<file path="config.mk">
export PLATFORM = sky130hd
export DESIGN_NAME = reg_file_flat
export DESIGN_NICKNAME = d
export VERILOG_FILES = /design/src/rtl/reg_file_pkg.sv /design/src/rtl/reg_file_if.sv /design/src/rtl/reg_operand_resolve.sv /design/src/rtl/reg_file.sv /design/src/flat_wrapper.sv
export SDC_FILE = /design/constraint.sdc
export NUM_CORES = 2
export LEC_CHECK = 0
export CAP_MARGIN = 20
export CORE_AREA = 2 2 521 523
export CTS_CLUSTER_DIAMETER = 40
export DETAILED_ROUTE_END_ITERATION = 10
export DIE_AREA = 0 0 523 525
export PLACE_DENSITY_LB_ADDON = 0.3
export SLEW_MARGIN = 20
export SYNTH_ARGS = -nofsm -noshare
export SYNTH_HDL_FRONTEND = slang
export SYNTH_HIERARCHICAL = 1
export SYNTH_SLANG_ARGS = --single-unit
</file>
<file path="constraint.sdc">
create_clock -name clk_in -period 7.4 [get_ports clk_in]
set_input_delay 1.48 -clock clk_in [delete_from_list [all_inputs] [get_ports clk_in]]
set_output_delay 1.48 -clock clk_in [all_outputs]
set_load 0.005 [all_outputs]
</file>
<file path="src/rtl/reg_file_pkg.sv">
`default_nettype none
// ============================================================================
//  Module      : reg_file_pkg
//  Description : Shared constants and helpers for the architectural register
//                file and its operand lookup logic.
//  Revision    : 1.0 - initial release
// ============================================================================
package reg_file_pkg;

    localparam int REG_BIT      = 5;
    localparam int DEF_REG_NUM  = 32;
    localparam int DEF_ROB_BIT  = 4;
    localparam int DEF_ROB_SIZE = 1 << DEF_ROB_BIT;
    localparam int XLEN         = 32;

    // x0 is hardwired to zero: never written, always reads as zero
    function automatic logic is_x0(input logic [REG_BIT-1:0] id);
        return (id == '0);
    endfunction

endpackage
`default_nettype wire

</file>
<file path="src/rtl/reg_file_if.sv">
`default_nettype none
// ============================================================================
//  Module      : reg_file_if
//  Description : Issue, commit and operand-lookup bundle between the
//                register file and the ROB / decoder side.
//  Revision    : 1.0 - initial release
// ============================================================================
interface reg_file_if
    import reg_file_pkg::*;
#(
    parameter int ROB_BIT = DEF_ROB_BIT
) ();

    logic                rdy_in;
    logic                clear_up;

    logic                issue_pollute;
    logic [REG_BIT-1:0]  issue_reg_id;
    logic [ROB_BIT-1:0]  issue_rob_entry;

    logic                rob_commit;
    logic [REG_BIT-1:0]  commit_rd_reg_id;
    logic [ROB_BIT-1:0]  commit_rob_entry;
    logic [XLEN-1:0]     commit_value;

    logic [REG_BIT-1:0]  rs1_id;
    logic [REG_BIT-1:0]  rs2_id;
    logic [ROB_BIT-1:0]  get_rob_entry1;
    logic [ROB_BIT-1:0]  get_rob_entry2;
    logic                ready1;
    logic                ready2;
    logic [XLEN-1:0]     value1;
    logic [XLEN-1:0]     value2;

    logic                rs1_busy;
    logic                rs2_busy;
    logic [XLEN-1:0]     rs1_val;
    logic [XLEN-1:0]     rs2_val;
    logic [ROB_BIT-1:0]  rs1_tag;
    logic [ROB_BIT-1:0]  rs2_tag;

    // ROB / decoder side
    modport master (
        output rdy_in, clear_up,
        output issue_pollute, issue_reg_id, issue_rob_entry,
        output rob_commit, commit_rd_reg_id, commit_rob_entry, commit_value,
        output rs1_id, rs2_id, ready1, ready2, value1, value2,
        input  get_rob_entry1, get_rob_entry2,
        input  rs1_busy, rs2_busy, rs1_val, rs2_val, rs1_tag, rs2_tag
    );

    // register file side
    modport slave (
        input  rdy_in, clear_up,
        input  issue_pollute, issue_reg_id, issue_rob_entry,
        input  rob_commit, commit_rd_reg_id, commit_rob_entry, commit_value,
        input  rs1_id, rs2_id, ready1, ready2, value1, value2,
        output get_rob_entry1, get_rob_entry2,
        output rs1_busy, rs2_busy, rs1_val, rs2_val, rs1_tag, rs2_tag
    );

endinterface
`default_nettype wire

</file>
<file path="src/rtl/reg_operand_resolve.sv">
`default_nettype none
// ============================================================================
//  Module      : reg_operand_resolve
//  Description : Combinational resolution of one source operand into either
//                a value (register, commit bypass or ROB forward) or a
//                pending producer tag.
//  Revision    : 1.0 - initial release
// ============================================================================
module reg_operand_resolve
    import reg_file_pkg::*;
#(
    parameter int ROB_BIT = DEF_ROB_BIT
) (
    input  logic [REG_BIT-1:0]  rs_id,
    input  logic                reg_busy,
    input  logic [ROB_BIT-1:0]  reg_tag,
    input  logic [XLEN-1:0]     reg_val,
    input  logic                rob_commit,
    input  logic [ROB_BIT-1:0]  commit_rob_entry,
    input  logic [XLEN-1:0]     commit_value,
    input  logic                rob_ready,
    input  logic [XLEN-1:0]     rob_value,
    output logic [ROB_BIT-1:0]  get_rob_entry,
    output logic                rs_busy,
    output logic [XLEN-1:0]     rs_val,
    output logic [ROB_BIT-1:0]  rs_tag
);

    // priority: x0, idle register, commit bypass, ROB forward, still pending
    always_comb begin
        get_rob_entry = reg_tag;
        rs_busy       = 1'b0;
        rs_val        = '0;
        rs_tag        = '0;
        if (is_x0(rs_id)) begin
            rs_val = '0;
        end else if (!reg_busy) begin
            rs_val = reg_val;
        end else if (rob_commit && (commit_rob_entry == reg_tag)) begin
            rs_val = commit_value;
        end else if (rob_ready) begin
            rs_val = rob_value;
        end else begin
            rs_busy = 1'b1;
            rs_tag  = reg_tag;
        end
    end

endmodule
`default_nettype wire

</file>
<file path="src/rtl/reg_file.sv">
`default_nettype none
// ============================================================================
//  Module      : reg_file
//  Description : Architectural register file with rename tags. Tracks the
//                ROB entry producing each register, absorbs committed values
//                and resolves two decoder source operands per cycle.
//  Revision    : 1.0 - initial release
// ============================================================================
module reg_file
    import reg_file_pkg::*;
#(
    parameter int ROB_BIT = DEF_ROB_BIT,
    parameter int REG_NUM = DEF_REG_NUM
) (
    input  logic         clk_in,
    input  logic         rst_in,
    reg_file_if.slave    bus
);

    logic [XLEN-1:0]    val_q  [REG_NUM];
    logic [ROB_BIT-1:0] tag_q  [REG_NUM];
    logic [REG_NUM-1:0] busy_q;

    logic commit_en;
    logic commit_match;
    logic issue_en;

    assign commit_en    = bus.rob_commit && !is_x0(bus.commit_rd_reg_id);
    assign commit_match = busy_q[bus.commit_rd_reg_id]
                          && (tag_q[bus.commit_rd_reg_id] == bus.commit_rob_entry);
    assign issue_en     = bus.issue_pollute && !is_x0(bus.issue_reg_id) && !bus.clear_up;

    // commit, then issue, then flush; later statements win on conflicts
    always_ff @(posedge clk_in) begin
        if (!rst_in) begin
            for (int i = 0; i < REG_NUM; i++) begin
                val_q[i] <= '0;
                tag_q[i] <= '0;
            end
            busy_q <= '0;
        end else if (bus.rdy_in) begin
            if (commit_en) begin
                val_q[bus.commit_rd_reg_id] <= bus.commit_value;
                // a younger writer keeps the register renamed
                if (commit_match) begin
                    busy_q[bus.commit_rd_reg_id] <= 1'b0;
                end
            end
            if (issue_en) begin
                busy_q[bus.issue_reg_id] <= 1'b1;
                tag_q[bus.issue_reg_id]  <= bus.issue_rob_entry;
            end
            // tags are left stale; busy=0 makes them irrelevant
            if (bus.clear_up) begin
                busy_q <= '0;
            end
        end
    end

    reg_operand_resolve #(.ROB_BIT(ROB_BIT)) u_rs1 (
        .rs_id            (bus.rs1_id),
        .reg_busy         (busy_q[bus.rs1_id]),
        .reg_tag          (tag_q[bus.rs1_id]),
        .reg_val          (val_q[bus.rs1_id]),
        .rob_commit       (bus.rob_commit),
        .commit_rob_entry (bus.commit_rob_entry),
        .commit_value     (bus.commit_value),
        .rob_ready        (bus.ready1),
        .rob_value        (bus.value1),
        .get_rob_entry    (bus.get_rob_entry1),
        .rs_busy          (bus.rs1_busy),
        .rs_val           (bus.rs1_val),
        .rs_tag           (bus.rs1_tag)
    );

    reg_operand_resolve #(.ROB_BIT(ROB_BIT)) u_rs2 (
        .rs_id            (bus.rs2_id),
        .reg_busy         (busy_q[bus.rs2_id]),
        .reg_tag          (tag_q[bus.rs2_id]),
        .reg_val          (val_q[bus.rs2_id]),
        .rob_commit       (bus.rob_commit),
        .commit_rob_entry (bus.commit_rob_entry),
        .commit_value     (bus.commit_value),
        .rob_ready        (bus.ready2),
        .rob_value        (bus.value2),
        .get_rob_entry    (bus.get_rob_entry2),
        .rs_busy          (bus.rs2_busy),
        .rs_val           (bus.rs2_val),
        .rs_tag           (bus.rs2_tag)
    );

endmodule
`default_nettype wire
</file>
<file path="src/flat_wrapper.sv">
// flat-port wrapper written by rule: the top's interface ports become plain ports
module reg_file_flat import reg_file_pkg::*;
#(
    parameter int ROB_BIT = DEF_ROB_BIT,
    parameter int REG_NUM = DEF_REG_NUM
)
  (clk_in, rst_in, bus_rdy_in, bus_clear_up, bus_issue_pollute, bus_issue_reg_id, bus_issue_rob_entry, bus_rob_commit, bus_commit_rd_reg_id, bus_commit_rob_entry, bus_commit_value, bus_rs1_id, bus_rs2_id, bus_ready1, bus_ready2, bus_value1, bus_value2, bus_get_rob_entry1, bus_get_rob_entry2, bus_rs1_busy, bus_rs2_busy, bus_rs1_val, bus_rs2_val, bus_rs1_tag, bus_rs2_tag);
  reg_file_if #(.ROB_BIT(ROB_BIT)) bus_i ();
  input  logic clk_in;
  input  logic rst_in;
  input wire logic [$bits(bus_i.rdy_in)-1:0] bus_rdy_in;
  input wire logic [$bits(bus_i.clear_up)-1:0] bus_clear_up;
  input wire logic [$bits(bus_i.issue_pollute)-1:0] bus_issue_pollute;
  input wire logic [$bits(bus_i.issue_reg_id)-1:0] bus_issue_reg_id;
  input wire logic [$bits(bus_i.issue_rob_entry)-1:0] bus_issue_rob_entry;
  input wire logic [$bits(bus_i.rob_commit)-1:0] bus_rob_commit;
  input wire logic [$bits(bus_i.commit_rd_reg_id)-1:0] bus_commit_rd_reg_id;
  input wire logic [$bits(bus_i.commit_rob_entry)-1:0] bus_commit_rob_entry;
  input wire logic [$bits(bus_i.commit_value)-1:0] bus_commit_value;
  input wire logic [$bits(bus_i.rs1_id)-1:0] bus_rs1_id;
  input wire logic [$bits(bus_i.rs2_id)-1:0] bus_rs2_id;
  input wire logic [$bits(bus_i.ready1)-1:0] bus_ready1;
  input wire logic [$bits(bus_i.ready2)-1:0] bus_ready2;
  input wire logic [$bits(bus_i.value1)-1:0] bus_value1;
  input wire logic [$bits(bus_i.value2)-1:0] bus_value2;
  output wire logic [$bits(bus_i.get_rob_entry1)-1:0] bus_get_rob_entry1;
  output wire logic [$bits(bus_i.get_rob_entry2)-1:0] bus_get_rob_entry2;
  output wire logic [$bits(bus_i.rs1_busy)-1:0] bus_rs1_busy;
  output wire logic [$bits(bus_i.rs2_busy)-1:0] bus_rs2_busy;
  output wire logic [$bits(bus_i.rs1_val)-1:0] bus_rs1_val;
  output wire logic [$bits(bus_i.rs2_val)-1:0] bus_rs2_val;
  output wire logic [$bits(bus_i.rs1_tag)-1:0] bus_rs1_tag;
  output wire logic [$bits(bus_i.rs2_tag)-1:0] bus_rs2_tag;
  assign bus_i.rdy_in = bus_rdy_in;
  assign bus_i.clear_up = bus_clear_up;
  assign bus_i.issue_pollute = bus_issue_pollute;
  assign bus_i.issue_reg_id = bus_issue_reg_id;
  assign bus_i.issue_rob_entry = bus_issue_rob_entry;
  assign bus_i.rob_commit = bus_rob_commit;
  assign bus_i.commit_rd_reg_id = bus_commit_rd_reg_id;
  assign bus_i.commit_rob_entry = bus_commit_rob_entry;
  assign bus_i.commit_value = bus_commit_value;
  assign bus_i.rs1_id = bus_rs1_id;
  assign bus_i.rs2_id = bus_rs2_id;
  assign bus_i.ready1 = bus_ready1;
  assign bus_i.ready2 = bus_ready2;
  assign bus_i.value1 = bus_value1;
  assign bus_i.value2 = bus_value2;
  assign bus_get_rob_entry1 = bus_i.get_rob_entry1;
  assign bus_get_rob_entry2 = bus_i.get_rob_entry2;
  assign bus_rs1_busy = bus_i.rs1_busy;
  assign bus_rs2_busy = bus_i.rs2_busy;
  assign bus_rs1_val = bus_i.rs1_val;
  assign bus_rs2_val = bus_i.rs2_val;
  assign bus_rs1_tag = bus_i.rs1_tag;
  assign bus_rs2_tag = bus_i.rs2_tag;
  reg_file #(.ROB_BIT(ROB_BIT), .REG_NUM(REG_NUM)) u_core (.clk_in(clk_in), .rst_in(rst_in), .bus(bus_i));
endmodule
</file>
==> results.toml <==
[run_status]
outcome = "completed"

[finish]
layout_common_cells = "edfxtp_1 (1152), and2_1 (909), mux4_2 (748)"
area_growth_pct = 20.4
seq_area_um2 = 35200
drive_above_1_share = 0.316
finalNetCount = 4627
n_fill_cell = 26500
final_common_cell = "edfxtp_1"
multi_input_area_um2 = 29900

[grt]
grt_pass1_vias = 45400
grt_max_degree = 125
antenna_found_initial = 30
grt_use_total = 0.190
overflow = 0
grt_pass1_wl_um = 365000

[setup_path]
worstSetupPathType = "in2out"
crit_path_start_kind = "input port"
crit_arrival_ps = 5520
crit_fanout = 31
startpoint = "bus_rs2_id[0]"
r2r_start = "u_core/tag_q[20][2]$_SDFFCE_PN0P_"
critPathRequiredTime_ps = 5920
cp-end-kind = "primary output"

[sta]
fin_skew_ps = 38.9
fin_setup_tns_ps = 0
hold_viol_final = 0
finalCritPeriodShare = 0.946
finalCriticalPeriod_ps = 7000
worst_slack_ps = 402
finalMaxSlewViolations = 0
slew_headroom = 0.215
rsz0062_at_grt = "no"
max_freq_ghz = 0.143
finalSetupViolCount = 0
tightestPinTransition_ps = 1180

[min_path]
hold_class = "reg2reg"
hold_start = "u_core/busy_q[30]$_SDFFE_PN0P_"

[synth]
ys_seq_area_frac = 0.527
syn-cell-area_um2 = 66800
synth-seq-cells = 1184
ys_types = 73
ys_async_sr_fraction = 0
ys_warn_count = 6
syn_avg_cell_area_um2 = 15.3
syn-instance-count = 4367
synth_edf_count = 1152
synth-main-ff-cell = "edfxtp_1"

[route]
wl_um = 266000
routedWlPerCell_um = 32.2
vias = 43900
first_pass_iters = 5
vias_per_cell = 5.32
dr.first_iter.drc_count = 5465
ant_nets = 0
drc = 0

[clocking]
hold_buffers = 0
tritoncts = "done"
cts_buffer_depth = 3
clk_pin_slew_ps = 50
htreeDepth = 4
cts_setup_buffers = 0
insertion_delay_ps = 820
cts_resized = 0
clockRootBuffer = "clkbuf_16"
clock-sinks = 1184
cts_buffers = 197

[power_and_ir_drop]
vdd_ir_drop_max_uv = 248
pwr-share-seq = 0.400
p_clk_frac = 0.468
p_int_mw = 14.4
p_sw_mw = 5.32
swShare = 0.269
power.density_nw_per_um2 = 246
power_frac_comb = 0.132
leakage_nw = 27.0
p_total_mw = 19.8

[floorplanning]
start_util = 0.248
dieWidth_um = 523
num_rows = 191
coreArea_um2 = 269000
chipHeight_um = 525
ios = 214
dieArea_um2 = 275000

[placed_design]
io_buffer_count = 213
place_ws_ps = 459
hpwlAfterDp_um = 158000
gp_congestion = 0.873

[run]
drv_cap = 0
-- per-stage QoR --
stage               hold slack (ps)  utilization  instance area [um^2]  cells
floorplan                       457            -                 67000   4402
global placement                475        0.273                 73500   7857
detailed placement              486        0.273                 73700   7864
CTS                             494        0.298                 80400   8234
global route                    517        0.298                 80400   8237
finish                          495        0.299                 80400   8253
-- critical path, stage by stage --
cell and delay (ps):
buf_8 290, buf_4 230, mux4_2 490, mux4_2 500, mux2_2 340, xnor2_1 180, nand3_2 180, buf_4 530
o2111a_1 550, and2_2 220, clkdlybuf4s50_1 490
-- state kept, by name, summed over array words and instances (netlist names) --
| register | cells |
|---|---|
| u_core/val_q | 1024 |
| u_core/busy_q | 32 |
| u_core/tag_q | 128 |
-- final cells by class --
cell class / instances / area share
Sequential cell: 1184 / 0.438
Inverter: 6 / 0.000280
Timing Repair Buffer: 406 / 0.0502
Tap cell: 3570 / 0.0555
Antenna cell: 17 / 0.000529
Multi-Input combinational cell: 2700 / 0.372
Clock inverter: 149 / 0.0208
Clock buffer: 221 / 0.0628
-- synthesized netlist by cell type (all sizes together) (2+ instances only) --
cell	instances	area [um^2]
o32ai	7	61.3
nand3b	5	37.5
nand3	78	400
a21oi	24	120
a22oi	4	30.0
or3	3	18.8
inv	6	22.5
nor4b	2	38.8
edfxtp	1152	34600
and2	914	5720
mux2i	49	494
o21ai	137	686
dfxtp	32	641
a2bb2oi	2	17.5
nand2b	14	87.6
buf	107	653
clkbuf	397	1670
and3	221	1380
dlygate4sd1	6	52.6
clkdlybuf4s50	2	22.5
or4b	2	20.0
or2	4	25.0
mux2	84	946
o31a	2	17.5
a31oi	70	438
o22ai	20	131
nor2b	7	43.8
a32oi	11	96.3
nand2	57	214
nor4	10	105
o211ai	64	480
o22a	2	17.5
mux4	750	16900
or4bb	3	33.8
or4	2	18.8
nor2	80	303
xnor2	8	70.1
and3b	3	26.3
nor3	12	65.1
o2111a	2	22.5
-- path summary, 6_finish.rpt --
kind                                                       end  slack [ps]  depth (start not counted)
worst min-delay path            u_core/busy_q[30]$_SDFFE_PN0P_         500                          2
worst max register to register  u_core/busy_q[14]$_SDFFE_PN0P_        4370                          7
worst max-delay path                            bus_rs2_tag[3]         400                         11
worst min register to register  u_core/busy_q[30]$_SDFFE_PN0P_         500                          2
-- power by group through the flow --
stage	logic, mW	clock network, mW	registers (mW)
2_1_floorplan	1.50	0	7.95
3_3_place_gp	2.59	0	8.00
3_5_place_dp	2.59	0	8.02
4_1_cts	2.60	9.38	7.89
5_1_grt	2.69	9.65	7.93
6_report	2.61	9.26	7.90
-- kinds of logic after synthesis --
group,Yosys count,synth area share
AND/OR/NAND/NOR,1421,0.128
multiplexers,883,0.274
flip-flops,1184,0.527
other,1,0.0000561
XOR/XNOR,8,0.00105
AO/OA/AOI/OAI,352,0.0326
buffers and inverters,518,0.0363
-- per-layer routing --
layer  routed length, um  vias to the layer above  GRT usage
li1                    -                    17600          -
met1              101000                    23300      0.238
met2              129000                     2461      0.313
met3               22200                      537     0.0351
met4               13600                        4     0.0950
met5                  21                        -          0
Note: power is estimated with default switching activity, not from simulation.
